File: src/rtl/tcam_ctrl.sv
// ---------------------------------------------------------------------------
// tcam_ctrl -- access scheduler for a 16-entry TCAM
//
// Purpose:
//   The TCAM has one write/search port: wr/addr/data. This block shares that
//   port between two requesters:
//     - an update requester, which writes entries;
//     - a lookup requester, which searches keys.
//   Only one TCAM operation is in flight at a time. Because of this, a lookup
//   accepted after an update always sees the updated entry. The two TCAM match
//   outputs are captured and held behind a valid/ready result handshake.
//
// Optional feature (compile-time macro TCAM_CTRL_FLUSH_EN):
//   When defined, the controller sweeps CLEAR_WORD into every entry after
//   reset. The sweep takes 2^ADDR_W cycles. When undefined, the controller
//   comes out of reset directly in IDLE.
//
// Ports:
//   clk                         rising-edge clock
//   reset                       asynchronous, active-low reset
//   upd_valid/upd_ready         update handshake
//   upd_addr, upd_data          entry index and entry contents to write
//   lkp_valid/lkp_ready         lookup handshake
//   lkp_key                     key to search for
//   res_valid/res_ready         result handshake
//   res_addr0, res_addr1        captured TCAM match outputs
//   busy                        high whenever the controller is not idle
//   tcam_wr                     TCAM write enable
//   tcam_addr, tcam_data        TCAM entry index and write data / search key
//   tcam_r_addr0, tcam_r_addr1  TCAM match outputs
// ---------------------------------------------------------------------------
module tcam_ctrl #(
    parameter int                DATA_W     = 10,
    parameter int                ADDR_W     = 4,
    parameter int                RES_W      = 7,
    parameter int                SRCH_LAT   = 1,
    parameter int                MAX_WAIT   = 4,
    parameter logic [DATA_W-1:0] CLEAR_WORD = '0
) (
    input  logic              clk,
    input  logic              reset,
    input  logic              upd_valid,
    output logic              upd_ready,
    input  logic [ADDR_W-1:0] upd_addr,
    input  logic [DATA_W-1:0] upd_data,
    input  logic              lkp_valid,
    output logic              lkp_ready,
    input  logic [DATA_W-1:0] lkp_key,
    output logic              res_valid,
    input  logic              res_ready,
    output logic [RES_W-1:0]  res_addr0,
    output logic [RES_W-1:0]  res_addr1,
    output logic              busy,
    output logic              tcam_wr,
    output logic [ADDR_W-1:0] tcam_addr,
    output logic [DATA_W-1:0] tcam_data,
    input  logic [RES_W-1:0]  tcam_r_addr0,
    input  logic [RES_W-1:0]  tcam_r_addr1
);

    localparam int SKIP_W = $clog2(MAX_WAIT + 1);
    localparam int LAT_W  = (SRCH_LAT < 1) ? 1 : $clog2(SRCH_LAT + 1);

    localparam logic [SKIP_W-1:0] SKIP_MAX = SKIP_W'(MAX_WAIT);
    localparam logic [LAT_W-1:0]  LAT_LAST = LAT_W'(SRCH_LAT);
    localparam logic [ADDR_W-1:0] ADDR_TOP = {ADDR_W{1'b1}};

    typedef enum logic [2:0] {
        IDLE   = 3'd0,
        WRITE  = 3'd1,
        SEARCH = 3'd2,
        RESP   = 3'd3
`ifdef TCAM_CTRL_FLUSH_EN
        ,
        FLUSH  = 3'd4
`endif
    } state_t;

`ifdef TCAM_CTRL_FLUSH_EN
    localparam state_t RESET_STATE = FLUSH;
`else
    localparam state_t RESET_STATE = IDLE;
`endif

    state_t              state_q;
    state_t              state_d;

    // addr_q drives tcam_addr. During the flush sweep it also serves as the
    // sweep index.
    logic [ADDR_W-1:0]   addr_q;
    logic [DATA_W-1:0]   data_q;
    logic [SKIP_W-1:0]   skip_q;
    logic [LAT_W-1:0]    lat_q;
    logic [RES_W-1:0]    res0_q;
    logic [RES_W-1:0]    res1_q;

    logic                upd_ready_c;
    logic                lkp_ready_c;
    logic                wr_c;
    logic                busy_c;
    logic [DATA_W-1:0]   data_c;
    logic                lkp_pri;
    logic                lat_done;
    logic                upd_acc;
    logic                lkp_acc;

    // Skip count saturates at the limit: once lookup has lost MAX_WAIT times
    // in a row, it keeps priority until it is served.
    function automatic logic [SKIP_W-1:0] sat_inc(input logic [SKIP_W-1:0] cnt);
        if (cnt == SKIP_MAX) begin
            return cnt;
        end
        return cnt + SKIP_W'(1);
    endfunction

    assign lkp_pri  = (skip_q == SKIP_MAX);
    assign lat_done = (lat_q == LAT_LAST);
    assign upd_acc  = upd_valid & upd_ready_c;
    assign lkp_acc  = lkp_valid & lkp_ready_c;

    // Next state and per-state port controls
    always_comb begin
        state_d     = state_q;
        upd_ready_c = 1'b0;
        lkp_ready_c = 1'b0;
        wr_c        = 1'b0;
        busy_c      = 1'b1;
        data_c      = data_q;
        case (state_q)
            IDLE: begin
                busy_c = 1'b0;
                // Exactly one ready is high. Update is the default winner, and
                // it also owns ready when nobody is asking.
                lkp_ready_c = lkp_valid & (~upd_valid | lkp_pri);
                upd_ready_c = ~lkp_ready_c;
                if (upd_valid & upd_ready_c) begin
                    state_d = WRITE;
                end else if (lkp_valid & lkp_ready_c) begin
                    state_d = SEARCH;
                end
            end
            WRITE: begin
                wr_c    = 1'b1;
                state_d = IDLE;
            end
            SEARCH: begin
                if (lat_done) begin
                    state_d = RESP;
                end
            end
            RESP: begin
                if (res_ready) begin
                    state_d = IDLE;
                end
            end
`ifdef TCAM_CTRL_FLUSH_EN
            FLUSH: begin
                wr_c   = 1'b1;
                data_c = CLEAR_WORD;
                if (addr_q == ADDR_TOP) begin
                    state_d = IDLE;
                end
            end
`endif
            default: begin
                state_d = IDLE;
            end
        endcase
    end

    always_ff @(posedge clk or negedge reset) begin
        if (!reset) begin
            state_q <= RESET_STATE;
        end else begin
            state_q <= state_d;
        end
    end

    // Operand, arbitration and result registers
    always_ff @(posedge clk or negedge reset) begin
        if (!reset) begin
            addr_q <= '0;
            data_q <= '0;
            skip_q <= '0;
            lat_q  <= '0;
            res0_q <= '0;
            res1_q <= '0;
        end else begin
            case (state_q)
                IDLE: begin
                    if (upd_acc) begin
                        addr_q <= upd_addr;
                        data_q <= upd_data;
                        if (lkp_valid) begin
                            skip_q <= sat_inc(skip_q);
                        end
                    end else if (lkp_acc) begin
                        data_q <= lkp_key;
                        lat_q  <= '0;
                        skip_q <= '0;
                    end
                end
                SEARCH: begin
                    // The key has been on the port for SRCH_LAT edges by now,
                    // so the match outputs are valid at this edge.
                    if (lat_done) begin
                        res0_q <= tcam_r_addr0;
                        res1_q <= tcam_r_addr1;
                    end else begin
                        lat_q <= lat_q + LAT_W'(1);
                    end
                end
`ifdef TCAM_CTRL_FLUSH_EN
                FLUSH: begin
                    // Keep the last swept index and word on the port afterwards.
                    data_q <= CLEAR_WORD;
                    if (addr_q != ADDR_TOP) begin
                        addr_q <= addr_q + ADDR_W'(1);
                    end
                end
`endif
                default: begin
                end
            endcase
        end
    end

`ifndef TCAM_CTRL_FLUSH_EN
    // CLEAR_WORD only feeds the flush sweep. Reference it here so the
    // parameter stays in the interface of both builds.
    logic unused_clear;
    assign unused_clear = ^CLEAR_WORD;
`endif

    // Everything driven from the state decode is forced low while reset is
    // asserted, even when the reset state is FLUSH.
    assign upd_ready = reset & upd_ready_c;
    assign lkp_ready = reset & lkp_ready_c;
    assign tcam_wr   = reset & wr_c;
    assign busy      = reset & busy_c;
    assign tcam_data = reset ? data_c : '0;
    assign tcam_addr = addr_q;
    assign res_valid = (state_q == RESP);
    assign res_addr0 = res0_q;
    assign res_addr1 = res1_q;

endmodule

File: config.mk
export PLATFORM = sky130hd
export DESIGN_NAME = tcam_ctrl
export DESIGN_NICKNAME = d
export VERILOG_FILES = /design/src/rtl/tcam_ctrl.sv
export SDC_FILE = /design/constraint.sdc
export NUM_CORES = 1
export LEC_CHECK = 0
export ABC_AREA = 1
export CAP_MARGIN = 30
export CORE_MARGIN = 2
export CORE_UTILIZATION = 45
export CTS_CLUSTER_SIZE = 14
export DETAILED_ROUTE_END_ITERATION = 7
export PLACE_DENSITY = 0.85
export SLEW_MARGIN = 10
export SYNTH_ARGS = -nofsm -noshare
export SYNTH_HDL_FRONTEND = slang
export SYNTH_SLANG_ARGS = --single-unit
File: constraint.sdc
create_clock -name clk -period 2.1 [get_ports clk]
set_input_delay 0.315 -clock clk [delete_from_list [all_inputs] [get_ports clk]]
set_output_delay 0.315 -clock clk [all_outputs]
set_load 0.05 [all_outputs]
==> qor.txt, run 1 <==
Run status - complete, no violations
First-pass DRT Iterations - 4
H-tree lvl count - 2
RSZ-0062 raised after global routing - no
Hold Fails Final Rpt - 0
Met2 Track Usage GR - 37.8%
Synth Instances - 205
Clock latency on the worst-skew pair - 290 ps
Total track usage - 20.4%
DR DRC count - 0
Worst endpoint required time - 1780 ps
GRT overflow - 0
CP Capture Type - output port
Die X - 66.1 um
DRT iter0 DRCs - 76
Met3 Use GR - 5.28%
Crit Path Category - reg2out
Data arrival, critical path - 1610 ps
Worst hold margin - 49.0 ps
Antenna cells - 0
TritonCTS clock tree - built
Crit-path cells - inv_1 -> ha_1 -> nand2_1 -> nand2_2 -> nand3_1 -> nor2_1 -> buf_12
Synth area leaders - dfrtp_1 49%, nand2_1 15%, inv_1 8.6%, mux2_4 7.8%, nand3_1 3.7%
Final Instance Area - 2810 sq um
Power Total - 4.44 mW
M1 GR Usage - 22.3%
Hpwl dp - 3010 um
Sequential-to-total area share from yosys stat - 49.0%
Worst Max-Slew Pin Slew - 524 ps
GR peak layer - met2
I/O Pins - 76
Cell taking the most area after synthesis - dfrtp_1
CP Launch Type - flip-flop
Slowest stage cell, crit path - dfrtp_1
Post-route ant nets - 0
Pins Over Slew Limit - 0
Clk slew on worst S/H paths - 70 ps
Slowest stage delay, CP - 380 ps
Post-Syn Area - 1740 sq um
PortBufs - 75
Number of global-route vias before repair - 1537
Row Count - 22
CTS Buf Count - 5
HP Class - in2async
Share of cells above drive strength 1 - 18.1%
Post-layout util - 76.1%
CTS sink count - 34
Syn avg cell area - 8.48 sq um
Crit path time final - 1930 ps
Critical path peak fanout - 4
Pin count of the biggest net entering global routing - 36
Final clock skew - 7.05 ps
Max-cap violations - 0
Post-CTS Hold Buffers - 0
Routed via count - 1557
R2R Path Start - skip_q[0]$_DFFE_PN0P_
First-pass GRT wire length - 6680 um
CTS Buffer Depth - 2
Number of endpoints failing setup at the final stage - 0
Nets@finish - 332
Final GP Congestion - 0.790
Vias/cell - 4.63
P_leak - 1.49 nW
Synth unique cells - 21
Post-synthesis register bit count - 34
P per Cell Area - 1580 nW/um^2
Fmax - 0.518 GHz
Worst slew margin - 65.0%
Reg2Reg Setup Slack - 560 ps
Die Area - 4380 sq um
Final wirelength - 4200 um
Syn Nets - 250
Synth Warn # - 0
Initial antenna violation count - 1
R2R cell count - 9
Synth top area share - 49.0%
Placed inst area - 2670 sq um
Drt wl/cell - 12.5 um
Capturing point of the worst reg2reg path - data_c[4]$_DFFE_PN0P_
Core region area - 3690 sq um
Area growth, synth to finish - 61.6%
Clock root buffer master - clkbuf_8
Starting Density - 47.1%
Worst vdd ir - 0.975 mV
Sum Neg Setup Slack - 0 ps
Die height - 66.1 um
Final worst path period share - 91.8%
## synthesized netlist by cell type (all sizes together)
| master | n |
|---|---|
| nor3 | 1 |
| mux2 | 14 |
| nand2 | 72 |
| xor2 | 1 |
| dfrtp | 34 |
| buf | 6 |
| a21oi | 8 |
| clkbuf | 1 |
| inv | 40 |
| o21ai | 6 |
| nor2 | 5 |
| ha | 2 |
| nand3 | 14 |
| or2 | 1 |
## how the worst max path moves through the flow
stage	start	endpoint	slack, ps	cells past startpoint
CTS	state_q[1]$_DFFE_PN0P_	lkp_ready	80	4
detailed placement	upd_valid	upd_ready	270	6
global placement	upd_valid	upd_ready	310	6
floorplan	state_q[1]$_DFFE_PN0P_	tcam_wr	210	1
global route	skip_q[0]$_DFFE_PN0P_	upd_ready	40	8
finish	skip_q[0]$_DFFE_PN0P_	lkp_ready	170	7
## stage by stage
stage                     std cells  setup slack [ps]
after floorplan                 205               211
after global placement          325               310
after detailed placement        325               271
after CTS                       333              79.4
after global routing            336              37.9
final                           336               171
## area by class of cell
| type | instances | area (sq um) |
|---|---|---|
| well taps | 48 | 60.1 |
| multi-input cells | 124 | 697 |
| inverters | 40 | 150 |
| flip-flops and latches | 34 | 851 |
| repair buffers | 82 | 936 |
| clock inverters | 3 | 45.0 |
| clock buffers | 5 | 68.8 |
| fillers | 265 | 881 |
## per-layer routing
layer	part of all wire [%]	vias to the layer above	routed length [um]
met5	0.31	-	13
met4	0.91	2	38
met3	6.5	6	272
met2	53	50	2230
met1	39	716	1640
li1	-	783	-
## sequential cells by signal, summed over array words and instances (netlist names)
signal / flops
res_addr0: 7
state_q: 2
data_c: 10
skip_q: 3
res_addr1: 7
lat_done: 1
tcam_addr: 4
## placed cells by master, fill, tap and decap left out, drive strengths merged, types with 5 or more instances in the layout
| cell type | Yosys | final |
|---|---|---|
| a21oi | 8 | 8 |
| nand2 | 72 | 72 |
| nor2 | 5 | 5 |
| o21ai | 6 | 6 |
| inv | 40 | 40 |
| buf | 6 | 23 |
| nand3 | 14 | 14 |
| dfrtp | 34 | 34 |
| mux2 | 14 | 14 |
| clkbuf | 1 | 5 |
| clkdlybuf4s50 | 0 | 59 |
## worst max-delay path: cells and delay by family (launching register included)
family | cells | cell delay (ps)
fa+ha+maj | 1 | 170
buf+inv | 2 | 280
flops | 1 | 380
simple gates | 4 | 500
## timing repair
item	in CTS	in global routing
resized for setup	0	1
buffers inserted	0	3
setup endpoints to repair	0	2
## power by group
group          internal [mW]  switching (mW)
logic                   1.09            1.59
registers              0.974           0.198
clock network          0.353           0.242
total                   2.41            2.03
## cells by family after synthesis
logic type | after synthesis | synth area share [%]
adders and majority gates | 2 | 1.44
xor gates and xnor gates | 1 | 0.504
and+or+nand+nor | 93 | 22.7
AOI/OAI and AO/OA | 14 | 4.25
buffers and inverters | 47 | 11.1
DFF | 34 | 49.0
muxes | 14 | 11.0
Note: power is estimated with default switching activity, not from simulation.
==> run 2: changes to the inputs <==
--- a/config.mk
+++ b/config.mk
@@ -5,10 +5,9 @@
 export SDC_FILE = /design/constraint.sdc
 export NUM_CORES = 1
 export LEC_CHECK = 0
-export ABC_AREA = 1
 export CAP_MARGIN = 30
 export CORE_MARGIN = 2
-export CORE_UTILIZATION = 45
+export CORE_UTILIZATION = 44
 export CTS_CLUSTER_SIZE = 14
 export DETAILED_ROUTE_END_ITERATION = 7
 export PLACE_DENSITY = 0.85
==> qor.txt, run 2 <==
Die X - 65.1 um
Worst Max-Slew Pin Slew - 515 ps
P_leak - 1.13 nW
Nets@finish - 254
Clock latency on the worst-skew pair - 270 ps
Starting Density - 45.1%
GRT overflow - 0
R2R Path Start - state_q[0]$_DFFE_PN0P_
CTS Buffer Depth - 2
First-pass GRT wire length - 6500 um
Synth area leaders - dfrtp_1 52%, mux2_4 9.2%, o221a_2 5.5%, and2_1 4.6%, nand3b_1 4.1%
Capturing point of the worst reg2reg path - res_addr1[5]$_DFFE_PN0P_
Worst endpoint required time - 1780 ps
Slowest stage delay, CP - 520 ps
Count leader, synth - dfrtp_1
Place WS - 191 ps
Reg2Reg Setup Slack - 490 ps
Most frequent cells in the layout - 59 x clkdlybuf4s50_1, 34 x dfrtp_1, 14 x buf_12
Clk slew on worst S/H paths - 60 ps
Data arrival, critical path - 1650 ps
Die Area - 4230 sq um
Worst slew margin - 65.5%
Initial antenna violation count - 0
Synth Warn # - 0
Max-cap violations - 0
Synth top area share - 51.9%
Post-route ant nets - 0
Power Total - 4.25 mW
Post-synthesis register bit count - 34
Die height - 65.1 um
Met2 Track Usage GR - 34.9%
Met3 Use GR - 3.82%
TritonCTS clock tree - built
DR DRC count - 0
GR peak layer - met2
Synth Instances - 129
Max reg flops - 10
Crit-path cells - dlygate4sd3_1 -> clkbuf_4 -> buf_4 -> and2_1 -> buf_12
Worst vdd ir - 1.16 mV
Drt wl/cell - 15.7 um
Share of cells above drive strength 1 - 26.3%
CP Capture Type - output port
Final worst path period share - 93.8%
H-tree lvl count - 2
Run status - complete, no violations
Total track usage - 20.7%
R2R cell count - 3
First-pass DRT Iterations - 4
Slowest stage cell, crit path - dlygate4sd3_1
Crit Path Category - in2out
Core region area - 3630 sq um
Critical path peak fanout - 17
Placed inst area - 2570 sq um
Pins Over Slew Limit - 0
Hold Fails Final Rpt - 0
Commonest non-fill, non-tap cell in the layout - clkdlybuf4s50_1
Post-synth EDFFs - 0
RSZ-0062 raised after global routing - no
Syn avg cell area - 12.7 sq um
Syn Nets - 174
Antenna cells - 0
Clock root buffer master - clkbuf_8
PortBufs - 75
Worst hold margin - 451 ps
Final wirelength - 4040 um
Number of global-route vias before repair - 1353
CTS Buf Count - 5
Final Instance Area - 2670 sq um
Vias/cell - 5.14
Hpwl dp - 3270 um
Area growth, synth to finish - 62.7%
Final clock skew - 4.85 ps
Final GP Congestion - 0.796
PnR worst setup slack - 130 ps
Cell taking the most area after synthesis - dfrtp_1
Fmax - 0.508 GHz
CTS sink count - 34
Number of endpoints failing setup at the final stage - 0
Post-synthesis async set-or-reset flop share - 100%
Row Count - 22
Pin count of the biggest net entering global routing - 18
M1 GR Usage - 25.7%
Synth cell count leaders - 34 x dfrtp_1, 12 x and2_1, 10 x mux2_4, 9 x nand3b_1, 8 x o221a_2
I/O Pins - 76
Most used DFF post-synth - dfrtp_1
Synth unique cells - 34
CP Launch Type - input pin
Routed via count - 1320
DRT iter0 DRCs - 52
Crit path time final - 1970 ps
Post-Syn Area - 1640 sq um
Sequential-to-total area share from yosys stat - 51.9%
P per Cell Area - 1590 nW/um^2
HP Class - in2async
[run 2: cell count changes in the layout (fill, tap and decap cells not counted), moves of 3 or more]
cell,change
a21oi_1,-8
o221a_2,+8
nand2_1,-65
nand3_1,-11
mux2_1,+3
buf_4,-3
and2_1,+12
nand3b_1,+9
inv_1,-35
[run 2: cell type report]
| class | instances | area, sq um |
|---|---|---|
| multi-input combinational | 83 | 737 |
| inverter | 5 | 18.8 |
| sequential | 34 | 851 |
| clock buffer | 7 | 76.3 |
| fill | 259 | 965 |
| timing repair buffer | 80 | 926 |
| tap | 48 | 60.1 |
[run 2: stage by stage]
| step | TNS [ps] | util (%) | instances |
|---|---|---|---|
| finish | 0 | 73.5 | 257 |
| detailed placement | 0 | 70.8 | 249 |
| floorplan | -11.2 | - | 129 |
| global placement | 0 | 70.8 | 249 |
| global route | 0 | 73.5 | 257 |
| CTS | 0 | 73.2 | 257 |
[run 2: cell families after synthesis]
kind of cell	count (synthesis)	synth area share (%)
buffers and inverters	12	3.81
multiplexers	19	15.3
flip-flops	34	51.9
AND/OR/NAND/NOR	42	16.7
AO/OA/AOI/OAI	20	10.8
adder cells (fa/ha/maj)	2	1.53
[run 2: worst max path at each step]
stage / startpoint / slack [ps] / to
floorplan: skip_q[0]$_DFFE_PN0P_ / -10 / lkp_ready
global placement: lkp_valid / 260 / tcam_addr[0]$_DFFE_PN0P_
detailed placement: lkp_valid / 190 / tcam_addr[1]$_DFFE_PN0P_
CTS: reset / 30 / tcam_data[9]
global route: skip_q[0]$_DFFE_PN0P_ / 20 / lkp_ready
finish: reset / 130 / tcam_data[9]
[run 2: timing repair]
action                     CTS  global route
hold endpoints to repair     8             0
hold buffers                 1             0
gates resized for setup      0             2
setup buffers                0             0
setup endpoints to repair    0             7
[run 2: layer usage]
layer / vias to the layer above / share of wire (%)
met1: 637 / 42
li1: 623 / -
met3: 4 / 6.3
met2: 56 / 50
met4: 0 / 1.5
met5: - / 0
[run 2: critical path: cells and delay by family]
| kind | cells | cell delay (ps) |
|---|---|---|
| buf+inv | 4 | 1140 |
| simple gates | 1 | 200 |
[run 2: power breakdown]
part           internal (mW)  switching (mW)
combinational           1.16            1.45
sequential             0.982           0.226
clock                  0.228           0.200
==> run 3: changes to the inputs <==
==> constraint.sdc (replaced) <==
create_clock -name clk -period 2.1 [get_ports clk]
set_input_delay 0.42 -clock clk [delete_from_list [all_inputs] [get_ports clk]]
set_output_delay 0.42 -clock clk [all_outputs]
set_load 0.05 [all_outputs]
==> qor.txt, run 3 (synthesis gave the netlist of run 2 again) <==
P per Cell Area - 1630 nW/um^2
Clock power frac - 12.9%
Sum Neg Setup Slack - 0 ps
Sequential share of power - 27.4%
Capturing point of the worst reg2reg path - tcam_addr[2]$_DFFE_PN0P_
TritonCTS clock tree - built
Pins Over Slew Limit - 0
Clk slew on worst S/H paths - 70 ps
Post-route ant nets - 0
Placed inst area - 2580 sq um
Post-CTS Setup Inserts - 0
Clock latency on the worst-skew pair - 280 ps
CTS Buf Count - 5
First-pass DRT Iterations - 4
DRT iter0 DRCs - 34
Critical path peak fanout - 4
Final Instance Area - 2690 sq um
Place WS - 70.2 ps
Starting Density - 45.1%
Crit-path cells - inv_1 -> ha_1 -> a21bo_2 -> a21oi_2 -> buf_12
Worst vdd ir - 0.887 mV
Slowest stage delay, CP - 360 ps
Commonest non-fill, non-tap cell in the layout - clkdlybuf4s50_1
Initial antenna violation count - 0
Drt wl/cell - 15.8 um
Post-CTS Hold Buffers - 0
Power Total - 4.39 mW
R2R Path Start - skip_q[0]$_DFFE_PN0P_
Worst slew margin - 64.9%
Total track usage - 20.9%
CTS sink count - 34
Final cell count without fillers - 258
GRT overflow - 0
Pin count of the biggest net entering global routing - 26
First-pass GRT wire length - 6590 um
Hold Fails Final Rpt - 0
Crit Path Category - reg2out
Data arrival, critical path - 1530 ps
R2R cell count - 5
Hpwl dp - 3180 um
Worst Max-Slew Pin Slew - 526 ps
I/O Pins - 76
CP Capture Type - output port
Post-CTS sizing - 0
Max reg flops - 10
Reg2Reg Setup Slack - 490 ps
Core region area - 3630 sq um
Routed via count - 1332
Die Area - 4230 sq um
Run status - complete, no violations
Final clock skew - 6.37 ps
Max-cap violations - 0
Post-layout util - 74.1%
Antenna cells - 0
Nets@finish - 254
Sw Ratio - 43.2%
Worst endpoint required time - 1680 ps
RSZ-0062 raised after global routing - no
Number of global-route vias before repair - 1399
P_leak - 1.15 nW
CTS Buffer Depth - 2
PnR worst setup slack - 150 ps
Combinational share of power - 59.7%
Share of cells above drive strength 1 - 28.6%
Fmax - 0.513 GHz
Die X - 65.1 um
Int Power - 2.50 mW
DR DRC count - 0
Die height - 65.1 um
Most frequent cells in the layout - 59 x clkdlybuf4s50_1, 34 x dfrtp_1, 14 x buf_12
Placed cells - 250
Row Count - 22
Fillers - 258
Psw - 1.90 mW
Area growth, synth to finish - 64.1%
Clock root buffer master - clkbuf_8
HP Class - in2async
PortBufs - 75
Worst hold margin - 66.0 ps
CP Launch Type - flip-flop
Slowest stage cell, crit path - dfrtp_1
Number of endpoints failing setup at the final stage - 0
Crit path time final - 1950 ps
Final wirelength - 4090 um
Vias/cell - 5.16
Final GP Congestion - 0.888
H-tree lvl count - 2
Final worst path period share - 92.8%
run 3: per-layer routing:
| layer | global-route usage [%] | vias up | wire length [um] |
|---|---|---|---|
| met2 | 35.1 | 63 | 2000 |
| met5 | 0 | - | 0 |
| met3 | 5.03 | 11 | 296 |
| li1 | - | 626 | - |
| met1 | 25.3 | 632 | 1690 |
| met4 | 9.90 | 0 | 99 |
run 3: critical path, delay by kind of cell, from the launching register on:
kind | cells | cell delay [ps]
adder cells (fa/ha/maj) | 1 | 240
AO/OA/AOI/OAI | 2 | 440
buffers and inverters | 2 | 230
flip-flops | 1 | 360
run 3: how the worst max path moves through the flow:
stage | start | endpoint | slack (ps) | cells after the start
after floorplan | skip_q[0]$_DFFE_PN0P_ | lkp_ready | 90 | 6
after global placement | lkp_valid | tcam_addr[1]$_DFFE_PN0P_ | 160 | 4
after detailed placement | lkp_valid | tcam_addr[3]$_DFFE_PN0P_ | 70 | 4
after CTS | skip_q[1]$_DFFE_PN0P_ | upd_ready | 150 | 5
after global routing | skip_q[1]$_DFFE_PN0P_ | lkp_ready | 80 | 6
final | skip_q[0]$_DFFE_PN0P_ | upd_ready | 150 | 5
run 3: final cells by class:
class | instances | area (sq um) | share of cell area (%)
clock buffers | 5 | 68.8 | 2.56
clock inverters | 3 | 40.0 | 1.49
inverters | 5 | 18.8 | 0.697
multi-input cells | 83 | 733 | 27.2
flip-flops and latches | 34 | 851 | 31.6
well taps | 48 | 60.1 | 2.23
repair buffers | 80 | 921 | 34.2
run 3: power groups by stage:
stage	logic, mW	registers, mW	clock network (mW)
floorplan	1.13	1.77	0
global placement	2.58	1.18	0
detailed placement	2.64	1.21	0
CTS	2.65	1.20	0.584
global route	2.74	1.25	0.613
finish	2.62	1.20	0.569
